==> src/rtl/ser_pkg.sv <==
// Shared definitions for the serial operand driver: FSM state encoding,
// default operand width and a constant-evaluable ceil(log2) helper.
package ser_pkg;

    localparam int SER_W = 4;

    typedef enum logic [1:0] {
        S_IDLE  = 2'd0,
        S_START = 2'd1,
        S_SHIFT = 2'd2,
        S_DONE  = 2'd3
    } state_t;

    // Number of bits needed to count 0..value-1 (at least 1).
    function automatic int clog2(input int value);
        int result;
        result = 1;
        for (int i = 1; i < 31; i++) begin
            if ((1 << i) < value) begin
                result = i + 1;
            end
        end
        return result;
    endfunction

endpackage

==> src/rtl/ser_shift_reg.sv <==
// Generic W-bit shift register: synchronous active-low clear, parallel load,
// and enabled shift-right with the serial input entering at the MSB.
// Priority: clear, then load, then shift.
module ser_shift_reg #(
    parameter int W = 4
) (
    input  logic         clk_i,
    input  logic         clr_n_i,
    input  logic         load_i,
    input  logic [W-1:0] load_val_i,
    input  logic         en_i,
    input  logic         ser_i,
    output logic [W-1:0] q_o
);

    logic [W-1:0] q_q;

    // Clear / load / shift-right register.
    always_ff @(posedge clk_i) begin
        if (!clr_n_i) begin
            q_q <= '0;
        end else if (load_i) begin
            q_q <= load_val_i;
        end else if (en_i) begin
            q_q <= {ser_i, q_q[W-1:1]};
        end
    end

    assign q_o = q_q;

endmodule

==> src/rtl/serial_operand_driver.sv <==
// Drive end of a bit-serial adder datapath. Takes an operand pair over a
// valid/ready handshake, shifts both operands out LSB-first, collects the
// returning serial sum bits and offers the parallel result over a second
// valid/ready handshake.
//
// Handshakes: a transfer happens on a rising edge where valid and ready are
// both 1; valid never depends on ready. in_ready is high only in IDLE (and
// never while reset is asserted); out_valid is high only in DONE.
//
// Optional build macro SERIAL_DRV_CHECK_EN adds the sum_err output, which
// compares the collected result with a local add of the latched operands.
module serial_operand_driver
    import ser_pkg::*;
#(
    parameter int N   = SER_W,
    parameter int LAT = 0
) (
    input  logic         clk,
    input  logic         rst,
    input  logic         in_valid,
    output logic         in_ready,
    input  logic [N-1:0] op_a,
    input  logic [N-1:0] op_b,
    output logic         ser_start,
    output logic         ser_en,
    output logic         ser_a,
    output logic         ser_b,
    input  logic         ser_s,
    output logic         out_valid,
    input  logic         out_ready,
    output logic [N-1:0] out_sum,
`ifdef SERIAL_DRV_CHECK_EN
    output logic         sum_err,
`endif
    output state_t       dbg_state_o
);

    localparam int CW = clog2(N + LAT + 1);
    localparam logic [CW-1:0] LAST_SLOT = CW'(N + LAT - 1);

    state_t        state_q, state_d;
    logic [CW-1:0] cnt_q, cnt_d;
    logic          in_ready_q;
    logic          xfer;
    logic          shift_en;
    logic          cap_en;
    logic [N-1:0]  a_q, b_q, res_q;

    assign xfer     = in_valid && in_ready_q;
    assign shift_en = (state_q == S_SHIFT);

    // Sum bit k-LAT arrives in slot k, so capture starts once LAT slots have passed.
    generate
        if (LAT == 0) begin : g_cap_nolat
            assign cap_en = shift_en;
        end else begin : g_cap_lat
            localparam logic [CW-1:0] FIRST_CAP = CW'(LAT);
            assign cap_en = shift_en && (cnt_q >= FIRST_CAP);
        end
    endgenerate

    // Next-state and slot-counter logic.
    always_comb begin
        state_d = state_q;
        cnt_d   = cnt_q;
        case (state_q)
            S_IDLE: begin
                if (xfer) begin
                    state_d = S_START;
                    cnt_d   = '0;
                end
            end
            S_START: begin
                state_d = S_SHIFT;
            end
            S_SHIFT: begin
                cnt_d = cnt_q + CW'(1);
                if (cnt_q == LAST_SLOT) begin
                    state_d = S_DONE;
                end
            end
            S_DONE: begin
                if (out_ready) begin
                    state_d = S_IDLE;
                end
            end
            default: begin
                state_d = S_IDLE;
            end
        endcase
    end

    // State, counter and registered in_ready (held low throughout reset).
    always_ff @(posedge clk) begin
        if (!rst) begin
            state_q    <= S_IDLE;
            cnt_q      <= '0;
            in_ready_q <= 1'b0;
        end else begin
            state_q    <= state_d;
            cnt_q      <= cnt_d;
            in_ready_q <= (state_d == S_IDLE);
        end
    end

    // Operand registers shift in zeros, so slots past bit N-1 drive 0 on their own.
    ser_shift_reg #(.W(N)) u_sr_a (
        .clk_i      (clk),
        .clr_n_i    (rst),
        .load_i     (xfer),
        .load_val_i (op_a),
        .en_i       (shift_en),
        .ser_i      (1'b0),
        .q_o        (a_q)
    );

    ser_shift_reg #(.W(N)) u_sr_b (
        .clk_i      (clk),
        .clr_n_i    (rst),
        .load_i     (xfer),
        .load_val_i (op_b),
        .en_i       (shift_en),
        .ser_i      (1'b0),
        .q_o        (b_q)
    );

    // Result register: cleared on transfer, returning bits enter at the MSB.
    ser_shift_reg #(.W(N)) u_sr_res (
        .clk_i      (clk),
        .clr_n_i    (rst),
        .load_i     (xfer),
        .load_val_i ({N{1'b0}}),
        .en_i       (cap_en),
        .ser_i      (ser_s),
        .q_o        (res_q)
    );

    assign in_ready    = in_ready_q;
    assign ser_start   = (state_q == S_START);
    assign ser_en      = shift_en;
    assign ser_a       = shift_en && a_q[0];
    assign ser_b       = shift_en && b_q[0];
    assign out_valid   = (state_q == S_DONE);
    assign out_sum     = res_q;
    assign dbg_state_o = state_q;

`ifdef SERIAL_DRV_CHECK_EN
    logic [N-1:0] opa_keep_q, opb_keep_q;
    logic [N-1:0] ref_sum;

    // Untouched copies of the operands, kept for the result cross-check.
    always_ff @(posedge clk) begin
        if (!rst) begin
            opa_keep_q <= '0;
            opb_keep_q <= '0;
        end else if (xfer) begin
            opa_keep_q <= op_a;
            opb_keep_q <= op_b;
        end
    end

    assign ref_sum = opa_keep_q + opb_keep_q;
    assign sum_err = (state_q == S_DONE) && (res_q != ref_sum);
`endif

endmodule
==> config.mk <==
export PLATFORM = sky130hd
export DESIGN_NAME = serial_operand_driver
export DESIGN_NICKNAME = d
export VERILOG_FILES = /design/src/rtl/ser_pkg.sv /design/src/rtl/ser_shift_reg.sv /design/src/rtl/serial_operand_driver.sv
export SDC_FILE = /design/constraint.sdc
export NUM_CORES = 1
export LEC_CHECK = 0
export ABC_AREA = 1
export BUFFER_PORTS_ARGS = -buffer_cell sky130_fd_sc_hd__buf_2
export CORE_MARGIN = 2
export CORE_UTILIZATION = 53
export DETAILED_ROUTE_END_ITERATION = 16
export PLACE_DENSITY = 0.89
export SETUP_SLACK_MARGIN = 0.02
export SLEW_MARGIN = 10
export SYNTH_ARGS = -nofsm -noshare
export SYNTH_HDL_FRONTEND = slang
export SYNTH_HIERARCHICAL = 1
export SYNTH_SLANG_ARGS = --single-unit
==> constraint.sdc <==
create_clock -name clk -period 2.4 [get_ports clk]
set_input_delay 0.24 -clock clk [delete_from_list [all_inputs] [get_ports clk]]
set_output_delay 0.24 -clock clk [all_outputs]
set_load 0.02 [all_outputs]
## After elaboration in Yosys (flattened, before gate mapping)

Cells that the tools add are included.
Widths: inputs -> output; s select.

- Bits of input ports: 13
- Bits in writable memories: 0
- Bits in read-only memories: 0
- Word-level logic and storage cells: 32
- Bits in latches: 0
- Register bits: 18
- Memories: 0

- $mul: 0
- Add/subtract/negate cells: 1
- Reduce and logical (&&, ||, !) cells: 9
- Div/mod/pow operators: 0
- Bitwise logic cells: 1
- Mux-type cells: 10
- $lt $le $gt $ge: 0
- Shift operators: 0
- Equality and inequality tests: 5

Operators by type and width:

| operator | number |
|---|---|
| $mux 4 | 4 |
| $pmux 2 s4 | 1 |
| $mux 2 | 3 |
| $pmux 3 s2 | 1 |
| $eq 2x2->1 const B | 2 |
| $logic_not 2->1 | 2 |
| $reduce_bool 2->1 | 2 |
| $add 3x1->3 const B | 1 |
| $eq 3x2->1 const B | 1 |
| $logic_and 1x1->1 | 3 |
| $mux 3 | 1 |
| $eq 2x1->1 const B | 1 |
| $ne 2x1->1 const B | 1 |
| $reduce_and 2->1 | 1 |
| $reduce_or 2->1 | 1 |
| $not 1->1 | 1 |

## Depth between registers and ports, before layout

Gate-level depths: netlist of run 1.

- Word-level depth: 4
- Mapped depth: 8

## Hierarchy

Netlist of run 1, hierarchy kept.

Modules (own cells, without submodules):

| module | seq. area each (um^2) | area an instance (um^2) | cells each | instances |
|---|---|---|---|---|
| ser_shift_reg | 80.1 | 192.7 | 31 | 3 |
| serial_operand_driver | 120.1 | 300.3 | 43 | 1 |

## Least setup slack after synthesis of run 1

OpenSTA, ideal clock, no wires.

- Kind: reg2reg
- Start point: register state_q[1], in the netlist dbg_state_o[1]
- End point: register u_sr_res.q_q[1], in the netlist u_sr_res/q_o[1]
- Period minus slack after synthesis: 1,313 ps
- Setup time: 109 ps
- Data required time: 2,291 ps
- Cell stages (with the launch flop): 8
- Buffers on the path: 0
- Path slack: 1,087 ps
- Arrival time: 1,204 ps
- Cell sequence: dfxtp_1 nand2_2 inv_2 nor2_1 nand2_1 nand3_1 nand2_1 inv_1

- Longest elaborated chain between the ends: 1

RTL lines:

| what | RTL line | text |
|---|---|---|
| start: declaration | serial_operand_driver.sv:41 | `state_t state_q, state_d;` |
| start signal: assignment | serial_operand_driver.sv:100 | `state_q <= state_d;` |
| $eq 2x2->1 | serial_operand_driver.sv:50 | `assign shift_en = (state_q == S_SHIFT);` |
| via ser_en | serial_operand_driver.sv:25 | `output logic ser_en,` |
| end signal: assignment | ser_shift_reg.sv:23 | `q_q <= load_val_i;` |
| end signal: assignment | ser_shift_reg.sv:25 | `q_q <= {ser_i, q_q[W-1:1]};` |
| end: declaration | ser_shift_reg.sv:16 | `logic [W-1:0] q_q;` |

The timed path passes the listed nets, and every way through them passes these cells.
A chain may end at the register's enable or synchronous reset.

## Worst setup path after layout of run 1

- Start point: register state_q[0], in the netlist dbg_state_o[0]
- End point: output ser_en

- Longest elaborated chain between the ends: 1

RTL lines:

| what | RTL line |
|---|---|
| $eq 2x2->1 | serial_operand_driver.sv:50 |
| end: declaration | serial_operand_driver.sv:25 |

No other way between the ends.

==> impl_metrics.py, run 1 <==
metrics = {
    "logic_synthesis": {
        "synth_cell_types": 16,
        "synth_edf_count": 0,
        "synth-seq-cells": 18,
        "synthTopCellsByArea": "dfxtp_1 (41%), nand2_1 (21%), nand3_1 (12%)",
        "yosysMostFrequentCell": "nand2_1",
        "syn_avg_cell_area_um2": 6.46,
        "ys.flop_type": "dfxtp_1",
        "yosysTopAreaCell": "dfxtp_1",
        "mappedNetlistArea_um2": 878,
        "synth_top_area_frac": 0.410,
        "netlist_instances": 136,
        "async_flop_share": 0,
        "synth_commonest_cells": "nand2_1 (50), inv_1 (23), nand3_1 (21)",
        "yosysSeqAreaShare": 0.410,
        "ys.warnings.count": 6,
    },
    "clocking": {
        "cts-root-buf": "clkbuf_4",
        "cts.repair.resized": 0,
        "cts_tree": "yes",
        "cts_buffer_depth": 2,
        "post_cts_buffers": 0,
        "cts_sinks": 18,
        "hold_buffers": 0,
        "htree_levels": 1,
        "path_clk_slew_ps": 100,
        "clk_latency_ps": 290,
        "cts_buffers": 3,
    },
    "drt": {
        "vias": 897,
        "routed_wl_mm": 1.88,
        "post_drt_wl_per_cell_um": 10.2,
        "first_pass_iters": 6,
        "first_iter_violations": 18,
        "drc_errors": 0,
        "ant_nets": 0,
        "viasPerCell": 4.85,
    },
    "setup_path": {
        "cp-end-kind": "output pin",
        "worstPathArrival_ps": 1300,
        "worstPathRequired_ps": 2160,
        "crit_type": "reg -> out",
        "crit_chain": "inv_1, nand2_2, inv_2, buf_2",
        "critPathMaxStageDelay_ps": 350,
        "path_delay_family": "buffers and inverters",
        "critPathLaunchType": "flip-flop",
        "cp_slowest_cell": "dfxtp_1",
        "worstPathBufferInverterCount": 3,
        "cp_max_fo": 19,
    },
    "grt": {
        "grt_overflow": 0,
        "grt_pass1_wl_mm": 3.00,
        "antenna_found_initial": 0,
        "grt_start_max_net_pins": 20,
        "grt_usage": 0.207,
        "grt_pass1_vias": 742,
    },
    "run": {
        "maxCapViolCount": 0,
    },
    "sta": {
        "min_period_ps": 1540,
        "fin_crit_sh": 0.643,
        "tns_ps": 0,
        "rsz0062_at_grt": "no",
        "finalSetupViolations": 0,
        "hold_viol": 0,
        "max_freq_mhz": 648,
        "slew_violations": 0,
        "fin_skew_ps": 2.53,
        "fin_hold_ws_ps": 236,
    },
    "finish": {
        "ff_latch_area_um2": 360,
        "n_fill_cell": 131,
        "diodes": 0,
        "multiInputGateArea_um2": 447,
        "layoutNonFillerInstCount": 185,
        "fin_nets": 185,
        "area_delta_synth_final_pct": 22.2,
        "final_area_mm2": 0.00107,
        "drive_gt1_frac": 0.183,
    },
    "placement": {
        "dp_cells": 181,
        "dpl_cell_area_mm2": 0.00104,
        "io_buffers": 24,
        "globalplace.congestion": 0.812,
        "dp_hpwl_mm": 1.39,
    },
    "pwr": {
        "ir_worst_vdd_uv": 373,
        "pwr_density_cell_mw_per_mm2": 585,
        "finalPower_mw": 0.628,
        "cellLeakagePower_nw": 0.622,
    },
    "floorplanning": {
        "core-area_mm2": 0.00152,
        "die_x_um": 44.7,
        "die_h_um": 44.7,
        "core.rowCount": 14,
        "ios": 25,
        "start_util": 0.576,
        "die-area_mm2": 0.00200,
    },
    "hold_path": {
        "hold_path_class": "in -> reg",
    },
    "status": {
        "status": "completed",
    },
}
-- per-stage QoR --
step | setup WS, ps | utilization
after floorplan | 1090 | -
after global placement | 1140 | 0.681
after detailed placement | 1090 | 0.681
after CTS | 858 | 0.704
after global routing | 730 | 0.704
final | 858 | 0.704
-- placed cells by master, fill, tap and decap left out --
master | netlist | layout
clkbuf_8 | 0 | 1
dfxtp_1 | 18 | 18
and2_1 | 1 | 1
a21boi_1 | 3 | 3
clkbuf_4 | 0 | 3
a21oi_1 | 2 | 2
buf_2 | 0 | 24
nand3_1 | 21 | 21
conb_1 | 1 | 6
o21ai_0 | 1 | 1
nand2_1 | 50 | 50
or2_1 | 1 | 1
inv_1 | 23 | 23
inv_2 | 1 | 1
nor2_1 | 9 | 9
o21bai_1 | 1 | 1
nand2_2 | 1 | 1
a21oi_2 | 1 | 1
ha_1 | 2 | 2
-- worst paths after layout --
check	depth (start not counted)	slack, ps	to	start
worst min register to register	2	470	u_sr_a/q_o[2]	u_sr_a/q_o[2]
worst max register to register	5	1060	dbg_state_o[0]	in_ready
worst min-delay path	5	240	u_sr_b/q_o[3]	op_b[3]
worst max-delay path	4	860	ser_en	dbg_state_o[0]
-- layout make-up --
class / instances / share of cell area
Multi-Input combinational cell: 99 / 0.416
Sequential cell: 18 / 0.336
Timing Repair Buffer: 24 / 0.112
Inverter: 24 / 0.0839
Clock buffer: 4 / 0.0338
Tap cell: 16 / 0.0186
-- logic make-up after synthesis --
family,after synthesis,synth area share
adder cells (fa/ha/maj),2,0.0285
flip-flops,18,0.410
AND/OR/NAND/NOR,83,0.393
other,1,0.00427
buffers and inverters,24,0.103
AO/OA/AOI/OAI,8,0.0613
-- worst min-delay path, stage by stage --
cell and delay [ps]:
buf_2 70, nand2_1 40, nand3_1 70, nand2_1 40, inv_1 40
-- where the power goes --
group	switching (mW)	internal [mW]
combinational	0.0743	0.0393
clock	0.0920	0.0923
sequential	0.0121	0.318
total	0.178	0.449
-- layer usage --
metal  part of all wire  global-route usage
met1               0.45               0.251
met2               0.49               0.354
met3              0.048              0.0360
met4             0.0053              0.0970
met5                  0                   0
-- sequential cells by signal, indices dropped and copies added (netlist names) --
register,flops
cnt_q,3
dbg_state_o,2
in_ready,1
u_sr_a/q_o,4
u_sr_b/q_o,4
u_sr_res/q_o,4
Power figures use the tool's default switching activity.
==> run 2, diff against run 1 <==
Settings changed: CORE_UTILIZATION 53 to 49, PLACE_DENSITY 0.89 to 0.84.
Clock period 2.4 ns to 1.6 ns, I/O delays scaled along.
==> run 2 against run 1 <==
First-iteration DRC count is 28% lower. Clock skew is 9.9 ps higher. Sequential share of layout area is 0.16 points lower. Worst setup slack worse by 700 ps. Global-route usage is 1.9 points lower. Critical endpoint unchanged. Flip-flop and latch count stayed put. Largest power group unchanged.
==> impl_metrics.py, run 2 (same netlist as run 1, synthesis figures left out) <==
metrics = {
    "status": {
        "status": "completed",
    },
    "sta": {
        "rsz0062_at_grt": "no",
        "slew_violations": 0,
        "max_freq_mhz": 691,
        "finalSetupViolations": 0,
        "min_period_ps": 1450,
        "tns_ps": 0,
        "fin_hold_ws_ps": 146,
        "fin_skew_ps": 12.4,
        "fin_crit_sh": 0.904,
        "hold_viol": 0,
    },
    "setup_path": {
        "critPathLaunchType": "flip-flop",
        "reg2regPathDepth": 8,
        "cp_max_fo": 19,
        "reg2reg_slack_ps": 320,
        "worstPathRequired_ps": 1440,
        "r2r-end": "u_sr_res/q_o[3]",
        "crit_type": "reg -> out",
        "worstReg2RegStart": "dbg_state_o[0]",
        "worstPathArrival_ps": 1290,
        "cp-end-kind": "output pin",
    },
    "drt": {
        "first_pass_iters": 4,
        "vias": 876,
        "ant_nets": 0,
        "first_iter_violations": 13,
        "routed_wl_mm": 1.76,
        "drc_errors": 0,
        "post_drt_wl_per_cell_um": 9.07,
        "viasPerCell": 4.52,
    },
    "clocking": {
        "path_clk_slew_ps": 100,
        "post_cts_buffers": 0,
        "cts_sinks": 18,
        "htree_levels": 1,
        "cts_buffer_depth": 2,
        "cts-root-buf": "clkbuf_4",
        "clk_latency_ps": 300,
        "hold_buffers": 0,
        "cts_buffers": 3,
        "cts_tree": "yes",
        "cts.repair.resized": 0,
    },
    "floorplanning": {
        "core.rowCount": 15,
        "die-area_mm2": 0.00215,
        "core-area_mm2": 0.00171,
        "die_x_um": 46.3,
        "die_h_um": 46.3,
        "start_util": 0.514,
        "ios": 25,
    },
    "grt": {
        "antenna_found_initial": 0,
        "grt_start_max_net_pins": 20,
        "grt_overflow": 0,
        "grt_pass1_vias": 677,
        "grt_pass1_wl_mm": 2.78,
        "grt_usage": 0.188,
    },
    "hold_path": {
        "hold_path_class": "in -> reg",
        "min_to": "u_sr_b/q_o[3]",
        "hold_start": "op_b[3]",
        "hold_depth": 5,
    },
    "run": {
        "maxCapViolCount": 0,
    },
    "finish": {
        "area_delta_synth_final_pct": 22.8,
        "drive_gt1_frac": 0.183,
        "final_util": 0.632,
        "layoutNonFillerInstCount": 194,
        "layout_common_cells": "nand2_1 (50), buf_2 (24), inv_1 (23)",
        "fin_nets": 186,
        "layout_commonest_cell": "nand2_1",
        "diodes": 0,
        "n_fill_cell": 168,
        "final_area_mm2": 0.00108,
    },
    "pwr": {
        "cellLeakagePower_nw": 0.620,
        "pwr_density_cell_mw_per_mm2": 825,
        "ir_worst_vdd_uv": 411,
    },
    "placement": {
        "dp_cells": 191,
        "dp_hpwl_mm": 1.29,
        "io_buffers": 24,
        "dpl_cell_area_mm2": 0.00106,
        "globalplace.congestion": 0.857,
    },
}
run 2: area by class of cell:
cell class                 instances  area, um^2  area share
multi-input combinational         99         447       0.414
sequential                        18         360       0.334
timing repair buffer              25         128       0.118
inverter                          24        90.1      0.0835
tap                               25        31.3      0.0290
clock buffer                       3        22.5      0.0209
run 2: power breakdown:
group	switching (mW)	internal, mW	total, mW
sequential	0.0171	0.476	0.494
clock	0.138	0.0879	0.226
combinational	0.109	0.0614	0.170
total	0.264	0.626	0.890
run 2: worst max path at each step:
stage	from	endpoint	slack, ps	cells after the start
after detailed placement	dbg_state_o[0]	u_sr_res/q_o[3]	350	8
after floorplan	dbg_state_o[1]	u_sr_res/q_o[1]	290	7
after global routing	dbg_state_o[1]	ser_en	50	3
after CTS	dbg_state_o[1]	ser_en	140	3
final	dbg_state_o[1]	ser_en	150	3
after global placement	dbg_state_o[0]	u_sr_res/q_o[0]	410	8
run 2: critical path, cell delays in order (launching register included):
cell,delay (ps)
dfxtp_1,400
nand2_2,130
inv_2,240
buf_2,220
run 2: metrics by stage:
stage	power (mW)	setup slack (ps)
after floorplan	0.616	287
after detailed placement	0.674	352
after global routing	0.949	52.1
after global placement	0.668	414
after CTS	0.904	140
final	0.890	154
run 2: per-layer routing:
metal / part of all wire / global-route usage / up-vias / routed length [um]
met4: 0.021 / 0.103 / 0 / 37
met5: 0 / 0 / - / 0
li1: - / - / 477 / -
met3: 0.056 / 0.0706 / 4 / 98
met2: 0.46 / 0.286 / 21 / 815
met1: 0.46 / 0.227 / 374 / 808
==> run 3, diff against run 2 <==
Settings changed: RECOVER_POWER set to 50, SETUP_SLACK_MARGIN 0.02 to 0.15.
==> run 3 against run 2 <==
Utilization down 0.51 points. Clock skew is essentially flat. Via count rose by 0.91%. First-iteration DRC count grew 23%. Maximum frequency increased by 6.8%. Flip-flop and latch count did not move. Sequential share of layout area increased by 0.27 points. Critical path type unchanged. Highest routed layer unchanged.
==> impl_metrics.py, run 3 (same netlist as run 1, synthesis figures left out) <==
metrics = {
    "status": {
        "status": "completed",
    },
    "drt": {
        "routed_wl_mm": 1.78,
        "vias": 884,
        "ant_nets": 0,
        "drc_errors": 0,
        "first_pass_iters": 4,
        "first_iter_violations": 16,
        "viasPerCell": 4.56,
        "post_drt_wl_per_cell_um": 9.16,
    },
    "setup_path": {
        "critPathMaxStageDelay_ps": 410,
        "path_delay_family": "flip-flops",
        "reg2reg_slack_ps": 350,
        "cp_max_fo": 19,
        "worstPathRequired_ps": 1440,
        "cp_slowest_cell": "dfxtp_1",
        "worstPathBufferInverterCount": 2,
        "crit_type": "reg -> out",
        "worstReg2RegStart": "in_ready",
        "worstPathArrival_ps": 1190,
        "cp-startpoint": "dbg_state_o[1]",
        "crit_chain": "nand2_2, inv_6, buf_2",
        "critPathLaunchType": "flip-flop",
        "cp-end-kind": "output pin",
    },
    "sta": {
        "fin_hold_ws_ps": 146,
        "finalSetupViolations": 0,
        "rsz0062_at_grt": "no",
        "min_period_ps": 1350,
        "slew_violations": 0,
        "hold_viol": 0,
        "max_freq_mhz": 739,
        "tns_ps": 0,
        "fin_crit_sh": 0.846,
        "fin_skew_ps": 12.1,
    },
    "floorplanning": {
        "die_h_um": 46.3,
        "die_x_um": 46.3,
        "die-area_mm2": 0.00215,
        "start_util": 0.514,
        "ios": 25,
        "core-area_mm2": 0.00171,
        "core.rowCount": 15,
    },
    "finish": {
        "diodes": 0,
        "layout_commonest_cell": "nand2_1",
        "final_area_mm2": 0.00107,
        "layout_common_cells": "nand2_1 (50), inv_1 (23), nand3_1 (21)",
        "fin_nets": 186,
        "area_delta_synth_final_pct": 21.8,
        "layoutNonFillerInstCount": 194,
        "drive_gt1_frac": 0.130,
    },
    "placement": {
        "globalplace.congestion": 0.857,
        "dpl_cell_area_mm2": 0.00106,
        "io_buffers": 24,
        "dp_hpwl_mm": 1.29,
        "dp_cells": 191,
    },
    "clocking": {
        "htree_levels": 1,
        "cts-root-buf": "clkbuf_4",
        "cts_buffer_depth": 2,
        "clk_latency_ps": 300,
        "hold_buffers": 0,
        "cts_buffers": 3,
        "path_clk_slew_ps": 100,
        "cts_tree": "yes",
        "cts_sinks": 18,
    },
    "hold_path": {
        "hold_start": "op_b[3]",
        "hold_path_class": "in -> reg",
    },
    "grt": {
        "grt_pass1_vias": 677,
        "grt_pass1_wl_mm": 2.78,
        "grt_overflow": 0,
        "antenna_found_initial": 0,
        "grt_usage": 0.188,
        "grt_start_max_net_pins": 20,
    },
    "run": {
        "maxCapViolCount": 0,
    },
    "pwr": {
        "ir_worst_vdd_uv": 412,
        "cellLeakagePower_nw": 0.581,
        "pwr_density_cell_mw_per_mm2": 829,
    },
}
-- run 3: changes by cell type in the layout (fill, tap and decap cells not counted), sizes merged --
cell	change
buf	-10
clkbuf	+10
-- run 3: what timing repair did --
item	CTS	global route
gates cloned	0	0
resized for setup	1	1
endpoints found under the hold margin	0	0
endpoints found under the setup margin	1	1
buffers inserted	0	0
-- run 3: worst reg2reg max path, stage by stage (launching register included) --
cell and delay (ps):
dfxtp_1 320, nand2_1 50, inv_1 30, clkbuf_2 250, nor2_1 290, nand2_1 90
nand3_1 80, nand2_1 50, inv_1 50
-- run 3: area by class of cell --
| type | instances | area [um^2] |
|---|---|---|
| fill | 172 | 638 |
| timing repair buffer | 25 | 114 |
| clock buffer | 3 | 22.5 |
| tap | 25 | 31.3 |
| sequential | 18 | 360 |
| multi-input combinational | 99 | 447 |
| inverter | 24 | 95.1 |
-- run 3: final timing paths --
kind,to,cells after the start
setup / recovery,ser_en,3
hold / removal,u_sr_b/q_o[3],5
setup reg to reg,u_sr_res/q_o[3],8
hold reg to reg,u_sr_b/q_o[2],2
-- run 3: per-layer routing --
layer / vias to the layer above / routed length [um] / GRT usage
met5: - / 0 / 0
met1: 381 / 832 / 0.227
met4: 0 / 37 / 0.103
li1: 477 / - / -
met2: 22 / 801 / 0.286
met3: 4 / 105 / 0.0706
-- run 3: where the power goes --
group / leakage, nW / internal (mW) / switching, mW
clock: 0.0138 / 0.0879 / 0.138
sequential: 0.147 / 0.476 / 0.0175
combinational: 0.420 / 0.0568 / 0.110
total: 0.581 / 0.621 / 0.266
-- run 3: through the flow --
step / util / setup slack (ps) / power (mW)
floorplan: - / 287 / 0.616
global placement: 0.618 / 414 / 0.668
detailed placement: 0.618 / 352 / 0.674
CTS: 0.633 / 222 / 0.904
global route: 0.626 / 163 / 0.946
finish: 0.626 / 246 / 0.887
